<file path="config.mk">
export PLATFORM = sky130hd
export DESIGN_NAME = chi_aiu_occ_monitor
export DESIGN_NICKNAME = d
export VERILOG_FILES = /design/src/rtl/chi_aiu_occ_monitor.sv
export SDC_FILE = /design/constraint.sdc
export NUM_CORES = 2
export LEC_CHECK = 0
export CORE_MARGIN = 1
export CORE_UTILIZATION = 60
export CTS_CLUSTER_DIAMETER = 60
export DETAILED_ROUTE_END_ITERATION = 8
export PLACE_DENSITY = 0.77
export SLEW_MARGIN = 10
export SYNTH_ARGS = -nofsm -noshare
export SYNTH_HDL_FRONTEND = slang
export SYNTH_SLANG_ARGS = --single-unit
export TNS_END_PERCENT = 10
</file>
<file path="constraint.sdc">
create_clock -name clk -period 8.89 [get_ports clk]
set_clock_uncertainty 0.1 [all_clocks]
set_input_delay 1.778 -clock clk [delete_from_list [all_inputs] [get_ports clk]]
set_output_delay 1.778 -clock clk [all_outputs]
set_load 0.01 [all_outputs]
</file>
<file path="src/rtl/chi_aiu_occ_monitor.sv">
// CHI AIU tracker occupancy monitor: OTT/STT occupancy, high-watermarks, per-entry age timeouts.
// Optional QoS starvation tracker is built only when CHI_AIU_OCC_STARV_EN is defined.
module chi_aiu_occ_monitor #(
  parameter int N_OTT = 32,
  parameter int N_STT = 32,
  parameter int AGE_W = 16,
  localparam int OCW  = $clog2(N_OTT + 1),
  localparam int SCW  = $clog2(N_STT + 1),
  localparam int NMAX = (N_OTT > N_STT) ? N_OTT : N_STT,
  localparam int IW   = (NMAX > 1) ? $clog2(NMAX) : 1
) (
  input  logic             clk,
  input  logic             resetn,
  input  logic [N_OTT-1:0] ott_entry_validvec,
  input  logic [N_STT-1:0] stt_entry_validvec,
  input  logic             starv_mode,
  input  logic             clear,
  input  logic [AGE_W-1:0] timeout_thresh,
  output logic [OCW-1:0]   ott_count,
  output logic [SCW-1:0]   stt_count,
  output logic [OCW-1:0]   ott_hwm,
  output logic [SCW-1:0]   stt_hwm,
  output logic             ott_full,
  output logic             stt_full,
  output logic             timeout_err,
  output logic             timeout_is_stt,
  output logic [IW-1:0]    timeout_idx,
  output logic [7:0]       timeout_cnt,
  output logic [15:0]      starv_cycles,
  output logic [7:0]       starv_entries,
  output logic             dbg_starv_state
);

  logic [OCW-1:0]   r_ott_count, r_ott_hwm, w_ott_pop;
  logic [SCW-1:0]   r_stt_count, r_stt_hwm, w_stt_pop;
  logic             r_ott_full, r_stt_full;
  logic [AGE_W-1:0] r_ott_age [N_OTT];
  logic [AGE_W-1:0] r_stt_age [N_STT];
  logic [N_OTT-1:0] w_ott_evt;
  logic [N_STT-1:0] w_stt_evt;
  logic [AGE_W-1:0] w_thr_m1;
  logic             w_any_evt, w_cap_stt;
  logic [IW-1:0]    w_cap_idx;
  logic             r_tmo_err, r_tmo_is_stt;
  logic [IW-1:0]    r_tmo_idx;
  logic [7:0]       r_tmo_cnt;

  always_comb begin
    w_ott_pop = '0;
    for (int i = 0; i < N_OTT; i++) w_ott_pop = w_ott_pop + OCW'(ott_entry_validvec[i]);
    w_stt_pop = '0;
    for (int i = 0; i < N_STT; i++) w_stt_pop = w_stt_pop + SCW'(stt_entry_validvec[i]);
  end

  // An entry times out on the single step of its age from thresh-1 to thresh.
  always_comb begin
    w_thr_m1 = timeout_thresh - AGE_W'(1);
    for (int i = 0; i < N_OTT; i++)
      w_ott_evt[i] = (timeout_thresh != '0) && ott_entry_validvec[i] && (r_ott_age[i] == w_thr_m1);
    for (int i = 0; i < N_STT; i++)
      w_stt_evt[i] = (timeout_thresh != '0) && stt_entry_validvec[i] && (r_stt_age[i] == w_thr_m1);
    w_any_evt = (|w_ott_evt) || (|w_stt_evt);
  end

  // Scan high-to-low so the lowest index wins; OTT scanned last so it beats STT.
  always_comb begin
    w_cap_stt = 1'b0;
    w_cap_idx = '0;
    for (int i = N_STT - 1; i >= 0; i--)
      if (w_stt_evt[i]) begin
        w_cap_stt = 1'b1;
        w_cap_idx = IW'(i);
      end
    for (int i = N_OTT - 1; i >= 0; i--)
      if (w_ott_evt[i]) begin
        w_cap_stt = 1'b0;
        w_cap_idx = IW'(i);
      end
  end

  always_ff @(posedge clk or negedge resetn) begin
    if (!resetn) begin
      for (int i = 0; i < N_OTT; i++) r_ott_age[i] <= '0;
      for (int i = 0; i < N_STT; i++) r_stt_age[i] <= '0;
    end else begin
      for (int i = 0; i < N_OTT; i++)
        if (!ott_entry_validvec[i])  r_ott_age[i] <= '0;
        else if (r_ott_age[i] != '1) r_ott_age[i] <= r_ott_age[i] + AGE_W'(1);
      for (int i = 0; i < N_STT; i++)
        if (!stt_entry_validvec[i])  r_stt_age[i] <= '0;
        else if (r_stt_age[i] != '1) r_stt_age[i] <= r_stt_age[i] + AGE_W'(1);
    end
  end

  always_ff @(posedge clk or negedge resetn) begin
    if (!resetn) begin
      r_ott_count  <= '0;
      r_stt_count  <= '0;
      r_ott_full   <= 1'b0;
      r_stt_full   <= 1'b0;
      r_ott_hwm    <= '0;
      r_stt_hwm    <= '0;
      r_tmo_err    <= 1'b0;
      r_tmo_is_stt <= 1'b0;
      r_tmo_idx    <= '0;
      r_tmo_cnt    <= '0;
    end else begin
      r_ott_count <= w_ott_pop;
      r_stt_count <= w_stt_pop;
      r_ott_full  <= &ott_entry_validvec;
      r_stt_full  <= &stt_entry_validvec;
      if (clear) begin
        r_ott_hwm    <= '0;
        r_stt_hwm    <= '0;
        r_tmo_err    <= 1'b0;
        r_tmo_is_stt <= 1'b0;
        r_tmo_idx    <= '0;
        r_tmo_cnt    <= '0;
      end else begin
        if (w_ott_pop > r_ott_hwm) r_ott_hwm <= w_ott_pop;
        if (w_stt_pop > r_stt_hwm) r_stt_hwm <= w_stt_pop;
        if (w_any_evt && !r_tmo_err) begin
          r_tmo_err    <= 1'b1;
          r_tmo_is_stt <= w_cap_stt;
          r_tmo_idx    <= w_cap_idx;
        end
        if (w_any_evt && (r_tmo_cnt != 8'hFF)) r_tmo_cnt <= r_tmo_cnt + 8'd1;
      end
    end
  end

  assign ott_count      = r_ott_count;
  assign stt_count      = r_stt_count;
  assign ott_hwm        = r_ott_hwm;
  assign stt_hwm        = r_stt_hwm;
  assign ott_full       = r_ott_full;
  assign stt_full       = r_stt_full;
  assign timeout_err    = r_tmo_err;
  assign timeout_is_stt = r_tmo_is_stt;
  assign timeout_idx    = r_tmo_idx;
  assign timeout_cnt    = r_tmo_cnt;

`ifdef CHI_AIU_OCC_STARV_EN
  typedef enum logic {ST_IDLE = 1'b0, ST_STARVED = 1'b1} starv_state_t;

  starv_state_t r_starv_state;
  logic [15:0]  r_starv_cycles;
  logic [7:0]   r_starv_entries;

  // Tracker state is not statistics, so clear only zeroes the counters.
  always_ff @(posedge clk or negedge resetn) begin
    if (!resetn) begin
      r_starv_state   <= ST_IDLE;
      r_starv_cycles  <= '0;
      r_starv_entries <= '0;
    end else begin
      case (r_starv_state)
        ST_IDLE:    if (starv_mode)  r_starv_state <= ST_STARVED;
        ST_STARVED: if (!starv_mode) r_starv_state <= ST_IDLE;
        default:                     r_starv_state <= ST_IDLE;
      endcase
      if (clear) begin
        r_starv_cycles  <= '0;
        r_starv_entries <= '0;
      end else begin
        if ((r_starv_state == ST_IDLE) && starv_mode && (r_starv_entries != 8'hFF))
          r_starv_entries <= r_starv_entries + 8'd1;
        if ((r_starv_state == ST_STARVED) && (r_starv_cycles != 16'hFFFF))
          r_starv_cycles <= r_starv_cycles + 16'd1;
      end
    end
  end

  assign starv_cycles    = r_starv_cycles;
  assign starv_entries   = r_starv_entries;
  assign dbg_starv_state = r_starv_state;
`else
  logic w_unused_starv_mode;
  assign w_unused_starv_mode = starv_mode;
  assign starv_cycles        = '0;
  assign starv_entries       = '0;
  assign dbg_starv_state     = 1'b0;
`endif

endmodule

</file>
# ---- Word level (Yosys, flattened, before mapping)
# Index checks and enable logic that the tools add are counted.
dict set report op_classes {
  add_sub_neg 128
  mul 0
  div_mod_pow 0
  order_cmp 2
  eq_ne 193
  shifts 0
  muxes 268
  bitwise_logic 0
  n_reduce_logical 141
}
# op n
set ops {}
lappend ops {{$mux W16} 128}
lappend ops {{$add A16 B1 Y16 const B} 64}
lappend ops {{$eq A16 B16 Y1} 64}
lappend ops {{$ne A16 B16 Y1 const B} 64}
lappend ops {{$mux W5} 66}
lappend ops {{$add A6 B1 Y6} 52}
lappend ops {{$logic_and A1 B1 Y1} 130}
lappend ops {{$ne A2 B1 Y1 const B} 64}
lappend ops {{$mux W1} 68}
lappend ops {{$reduce_and A32 Y1} 2}
lappend ops {{$reduce_or A32 Y1} 2}
lappend ops {{$mux W6} 4}
lappend ops {{$mux W8} 2}
lappend ops {{$reduce_bool A16 Y1} 1}
lappend ops {{$sub A16 B1 Y16 const B} 1}
lappend ops {{$add A5 B1 Y6} 2}
lappend ops {{$gt A6 B6 Y1} 2}
lappend ops {{$add A4 B1 Y5} 2}
lappend ops {{$add A3 B1 Y4} 2}
lappend ops {{$add A8 B1 Y8 const B} 1}
lappend ops {{$ne A8 B8 Y1 const B} 1}
lappend ops {{$reduce_bool A2 Y1} 4}
lappend ops {{$add A2 B1 Y3} 2}
lappend ops {{$add A1 B1 Y2} 2}
lappend ops {{other kinds (2)} 2}
dict set report word_totals {
  reg_bits 1065
  latch_bits 0
  ram_bits 0
  rom_bits 0
  in_bits 84
  out_inout_bits 66
  mem_count 0
}

# ---- Depth between registers and ports, before layout
dict set report depth {
  depth_word 69
  mapped_depth 28
  mapped_depth_nobuf 22
}

# ---- Worst setup path before layout
# OpenSTA, ideal clock, no wires.
dict set report synth_path {
  path_kind {input to register}
  from {input port stt_entry_validvec[23]}
  to {register r_stt_hwm[0] (netlist: stt_hwm[0])}
  setup_time_ns 0.132
  arrival_time_ns 7.477
  required_time_ns 8.658
  path_slack_ns 1.181
  cell_stages 21
  path_buffers 1
  cell_sequence {inv_1 -> clkbuf_1 -> fa_1 -> fa_1 -> inv_1 -> fa_1 -> inv_1 -> fa_1 -> fa_1 -> fa_1 -> inv_1 -> ha_1 -> fa_1 -> a21o_1 -> a21oi_1 -> xnor2_1 -> ha_1 -> and4_1 -> a31oi_1 -> mux2i_1 -> nor2_1}
}
dict set report synth_between {
  elab_chain_len 11
  word_cells_on_any_way 13
  cone_classes {9 x add/sub; 1 x order compare; 2 x mux; 1 x reduce/logical}
}
# item line_no
set synth_lines {}
lappend synth_lines {{start, declared} 15} ;# input logic [N_STT-1:0] stt_entry_validvec,
lappend synth_lines {{$add A6 B1 Y6 (9 in a row)} 52} ;# for (int i = 0; i < N_STT; i++) w_stt_pop = w_stt_pop + SCW'(stt_entry_validvec[i]);
lappend synth_lines {{net w_stt_pop[4]} 35} ;# logic [SCW-1:0] r_stt_count, r_stt_hwm, w_stt_pop;
lappend synth_lines {{$gt A6 B6 Y1} 121} ;# if (w_stt_pop > r_stt_hwm) r_stt_hwm <= w_stt_pop;
lappend synth_lines {{$reduce_bool A2 Y1 (no line)} n/a}
lappend synth_lines {{end signal, assigned} 121}
lappend synth_lines {{end, declared} 35}
# The timed path passes the listed nets, and every way through them passes these cells. The select of a mux whose other input is x is not followed.
# A chain may end at the register's enable or synchronous reset.

# ---- Final worst setup path
dict set report layout_path {
  from {input port stt_entry_validvec[27]}
  to {register r_stt_hwm[2] (netlist: stt_hwm[2])}
}
dict set report layout_between {
  elab_chain_len 7
  word_cells_on_any_way 9
  cone_classes {5 x add/sub; 1 x order compare; 2 x mux; 1 x reduce/logical}
}
# item line_no
set layout_lines {}
lappend layout_lines {{$add A6 B1 Y6 (5 in a row)} 52}
lappend layout_lines {{net w_stt_pop[4]} 35}
lappend layout_lines {{$gt A6 B6 Y1} 121}
lappend layout_lines {{$reduce_bool A2 Y1 (no line)} n/a}
# The timed path passes the listed nets, and every way through them passes these cells. The select of a mux whose other input is x is not followed.

==> summary by stage <==
Run status
The run finished, with violations left. The final reports fail on design-rule violations.

GRT
For this run, the total global-route usage over all layers was measured as 40.8%. The number of global-route vias before repair came to 58670. Entering global routing, the biggest net connects 155 pins. The wire length of the first global-routing pass is 362 mm. The total grt overflow is 0. The number of antenna violations at the first check in global routing is 16.

STA
After layout, the minimum clock period comes to 8.04 ns. Setup repair after global routing left no endpoint under its margin. The final max-slew violation count is 0. At the pin with the least slew margin, the transition time is 1.17 ns.

In the final timing run, aggregate negative setup slack is 0 ns. Dividing the final minimum period by the clock period gives 90.5%. The number of failing hold endpoints at the final stage came to 0. Timing would allow up to 124 MHz. Setup violations remaining at the end of the flow were counted as 0. In this run the tightest slew margin relative to its limit is 21.7%. Once routing completed, OpenROAD measured the worst setup slack at 0.848 ns.

Layout
The signed area change from the synthesized netlist to the final layout is 12.0%. The area used by sequential logic in the layout is 26700 µm². The area occupied by multi-input gates is 41700 µm². Cells with a size suffix above 1 make up 6.91% of the layout.

Cells fill 67.8% of the core in the end. After the last flow step, the layout net total stands at 8179. The filler cell count is 9159.

Yosys
The synthesized instance count is 7781. dfrtp_1 takes more of the synthesized area than any other cell. The number of different library cells in the post-synthesis netlist is 105. The number of synthesized flops with an enable pin is 0. The synthesized netlist occupies a cell area of 70400 µm². The top cell type by area accounts for 37.8% of the synthesized area. The commonest cells after synthesis are dfrtp_1, xnor2_1, nor2_1.

The most frequently used cell type in the post-synthesis netlist is dfrtp_1. The commonest register cell after synthesis is dfrtp_1. In the post-synthesis netlist, the biggest area contributors are dfrtp_1, xnor2_1, xor2_1.

The post-synthesis register bit count is 1065. The share of flip-flops with an asynchronous set or reset is 100%. The synthesized area divided by synthesized cell count is 9.05 µm². The register area share after synthesis is 37.8%. The Yosys warning count is 0.

Worst setup path
The endpoint kind of the worst setup timing path is a register. For the worst setup path, the data required time is 9.40 ns. The capture point of the critical path is stt_hwm[2]. The critical path arrival is 8.55 ns. The first element of the critical path is stt_entry_validvec[27]. The startpoint-to-endpoint class of the critical path is in -> reg.

The end of the worst register-to-register path is timeout_idx[2]. STA classifies the critical path startpoint as an input pin. The startpoint of the worst-slack reg-to-reg timing path is r_ott_age[3]. The worst-case reg-to-reg path depth is 13. The highest net fanout along the worst path is 6. The setup slack of the most critical reg-to-reg path is 4.45 ns.

CTS
The clock reaches the later pin of the worst-skew pair after 0.77 ns. Clock-pin slew was measured on the worst setup and hold paths at 0.05 ns. The H-tree generated during clock tree synthesis spans 4 levels.

The buffer depth of the longest clock path is 3. The total of hold buffers inserted after clock tree synthesis is 0. TritonCTS built the clock tree. The buffer count from post-CTS setup fixing is 0. Counting the buffers created by CTS gives 130.

The cell at the root of the clock tree is clkbuf_16. Once the clock tree was built, the resizer swapped 0 gates to a different size. The clock net in this run drives a total of 1065 sinks.

Place
Routability-driven placement finished with a final weighted congestion of 1.04. The pre-CTS setup slack is 0.249 ns. The final HPWL from detailed placement is 170 mm. The number of port buffers is 123.

Floorplan
The area enclosed by the die boundary is 119000 µm². For this configuration, the core starts out at a cell density of 60.5%. The core region is 116000 µm². Row generation in the floorplan step produced 125 rows. The die is 345 µm wide. The number of top-level pins is 150. The die boundary height is 345 µm.

Detailed routing
Detailed routing inserted a total of 62223 vias. The total DRC errors in the routed layout is 1. The overall routed net length is 243 mm.

The detailed-route vias per instance is 6.49. The first detailed-routing pass took 9 iterations. The number of antenna-violating nets in the routed design is 0. The count of routing violations after the opening detailed-route iteration is 7781.

Dividing the detail-routed wire length by the instance count gives 25.4 µm.

Power
The cell leakage power is 33.4 nW. The cell area power density is 179 nW/µm². Across the VDD grid, the largest voltage drop is 0.520 mV.

Worst hold path
In this run the worst hold path is classified as reg -> reg.

Run
Max-cap violations in this run came to 0.
-- flip-flops by register name (all words and copies together), names as in the netlist --
name and count:
ott_count 6, ott_full 1, ott_hwm 6, r_ott_age 512
r_stt_age 512, stt_count 6, stt_full 1, stt_hwm 6
timeout_cnt 8, timeout_err 1, timeout_idx 5, timeout_is_stt 1
-- cells by family after synthesis --
logic type,after synthesis,share of synthesized area [%]
other,1,0.00532
DFF,1065,37.8
xor gates and xnor gates,1650,21.5
AOI/OAI and AO/OA,860,7.95
and+or+nand+nor,3450,25.3
muxes,71,1.01
adders and majority gates,143,3.05
buffers and inverters,541,3.37
-- cell type report --
type	count	area share (%)
well taps	1524	2.42
inverters	176	0.837
repair buffers	380	4.45
clock buffers	194	4.92
diodes	10	0.0317
flip-flops and latches	1065	33.8
multi-input cells	6199	52.9
clock inverters	41	0.712
-- per-layer routing --
metal	up-vias	wire length (µm)	GRT usage, %
met2	3636	104000	60.0
li1	27230	-	-
met1	30410	92900	53.9
met5	-	67	0
met4	10	17400	25.3
met3	937	29400	10.4
-- stage by stage --
| stage | area (µm²) | total power [mW] | hold slack, ns | std cells |
|---|---|---|---|---|
| 6_report | 78900 | 14.1 | 0.439 | 9589 |
| 5_1_grt | 78900 | 14.7 | 0.459 | 9581 |
| 4_1_cts | 78900 | 14.1 | 0.437 | 9579 |
| 3_5_place_dp | 74400 | 8.56 | 0.425 | 9344 |
| 3_3_place_gp | 74400 | 8.46 | 0.415 | 9344 |
| 2_1_floorplan | 70500 | 7.39 | 0.377 | 7805 |
-- worst min path at each step --
stage | start | endpoint | slack [ns] | cells after the start
floorplan | r_ott_age[186] | r_ott_age[186] | 0.38 | 1
global placement | r_ott_age[186] | r_ott_age[186] | 0.42 | 1
detailed placement | r_ott_age[132] | r_ott_age[132] | 0.42 | 1
CTS | r_ott_age[68] | r_ott_age[68] | 0.44 | 1
global route | r_ott_age[132] | r_ott_age[132] | 0.46 | 1
finish | r_ott_age[68] | r_ott_age[68] | 0.44 | 1
-- critical path: stages --
cell and delay [ns]:
clkdlybuf4s50_1 0.58, clkinv_1 0.17, fa_1 0.52, fa_1 0.41
inv_1 0.25, fa_1 0.47, inv_1 0.08, fa_1 0.43
fa_1 0.64, fa_1 0.55, inv_1 0.05, ha_1 0.20
fa_1 0.40, a21o_1 0.18, a21oi_1 0.16, xnor2_1 0.18
ha_1 0.29, and4_1 0.17, a31oi_1 0.71, mux2i_1 0.28
nor2_1 0.06
-- layout by cell type (no fill, tap or decap), types with 26 or more instances in the layout --
cell / Yosys / layout
a21boi_0: 61 / 61
a21o_1: 26 / 26
a21oi_1: 197 / 197
a31oi_1: 76 / 75
and2_1: 270 / 266
and3_1: 190 / 190
and4_1: 54 / 54
buf_12: 0 / 29
buf_4: 41 / 228
clkbuf_1: 213 / 32
clkbuf_16: 0 / 136
clkbuf_8: 0 / 26
clkdlybuf4s50_1: 0 / 117
dfrtp_1: 1065 / 1065
fa_1: 48 / 48
ha_1: 95 / 94
inv_1: 165 / 165
mux2i_1: 71 / 71
nand2_1: 569 / 566
nand2b_1: 30 / 30
nand3_1: 483 / 483
nand4_1: 305 / 305
nand4b_1: 26 / 26
nor2_1: 843 / 837
nor2b_1: 80 / 80
nor3_1: 166 / 163
nor4_1: 102 / 101
o2111ai_1: 38 / 38
o211a_1: 30 / 30
o21ai_0: 238 / 238
or3_1: 152 / 152
or4_1: 51 / 51
xnor2_1: 933 / 929
xnor3_1: 48 / 48
xor2_1: 667 / 666
-- power by group --
| part | leakage (nW) | total (mW) | switching (mW) | internal (mW) |
|---|---|---|---|---|
| clock | 2.18 | 5.55 | 2.23 | 3.32 |
| combinational | 16.6 | 3.45 | 2.03 | 1.43 |
| sequential | 14.7 | 5.12 | 0.133 | 4.99 |
No activity file was read; power rests on OpenSTA's default activity.
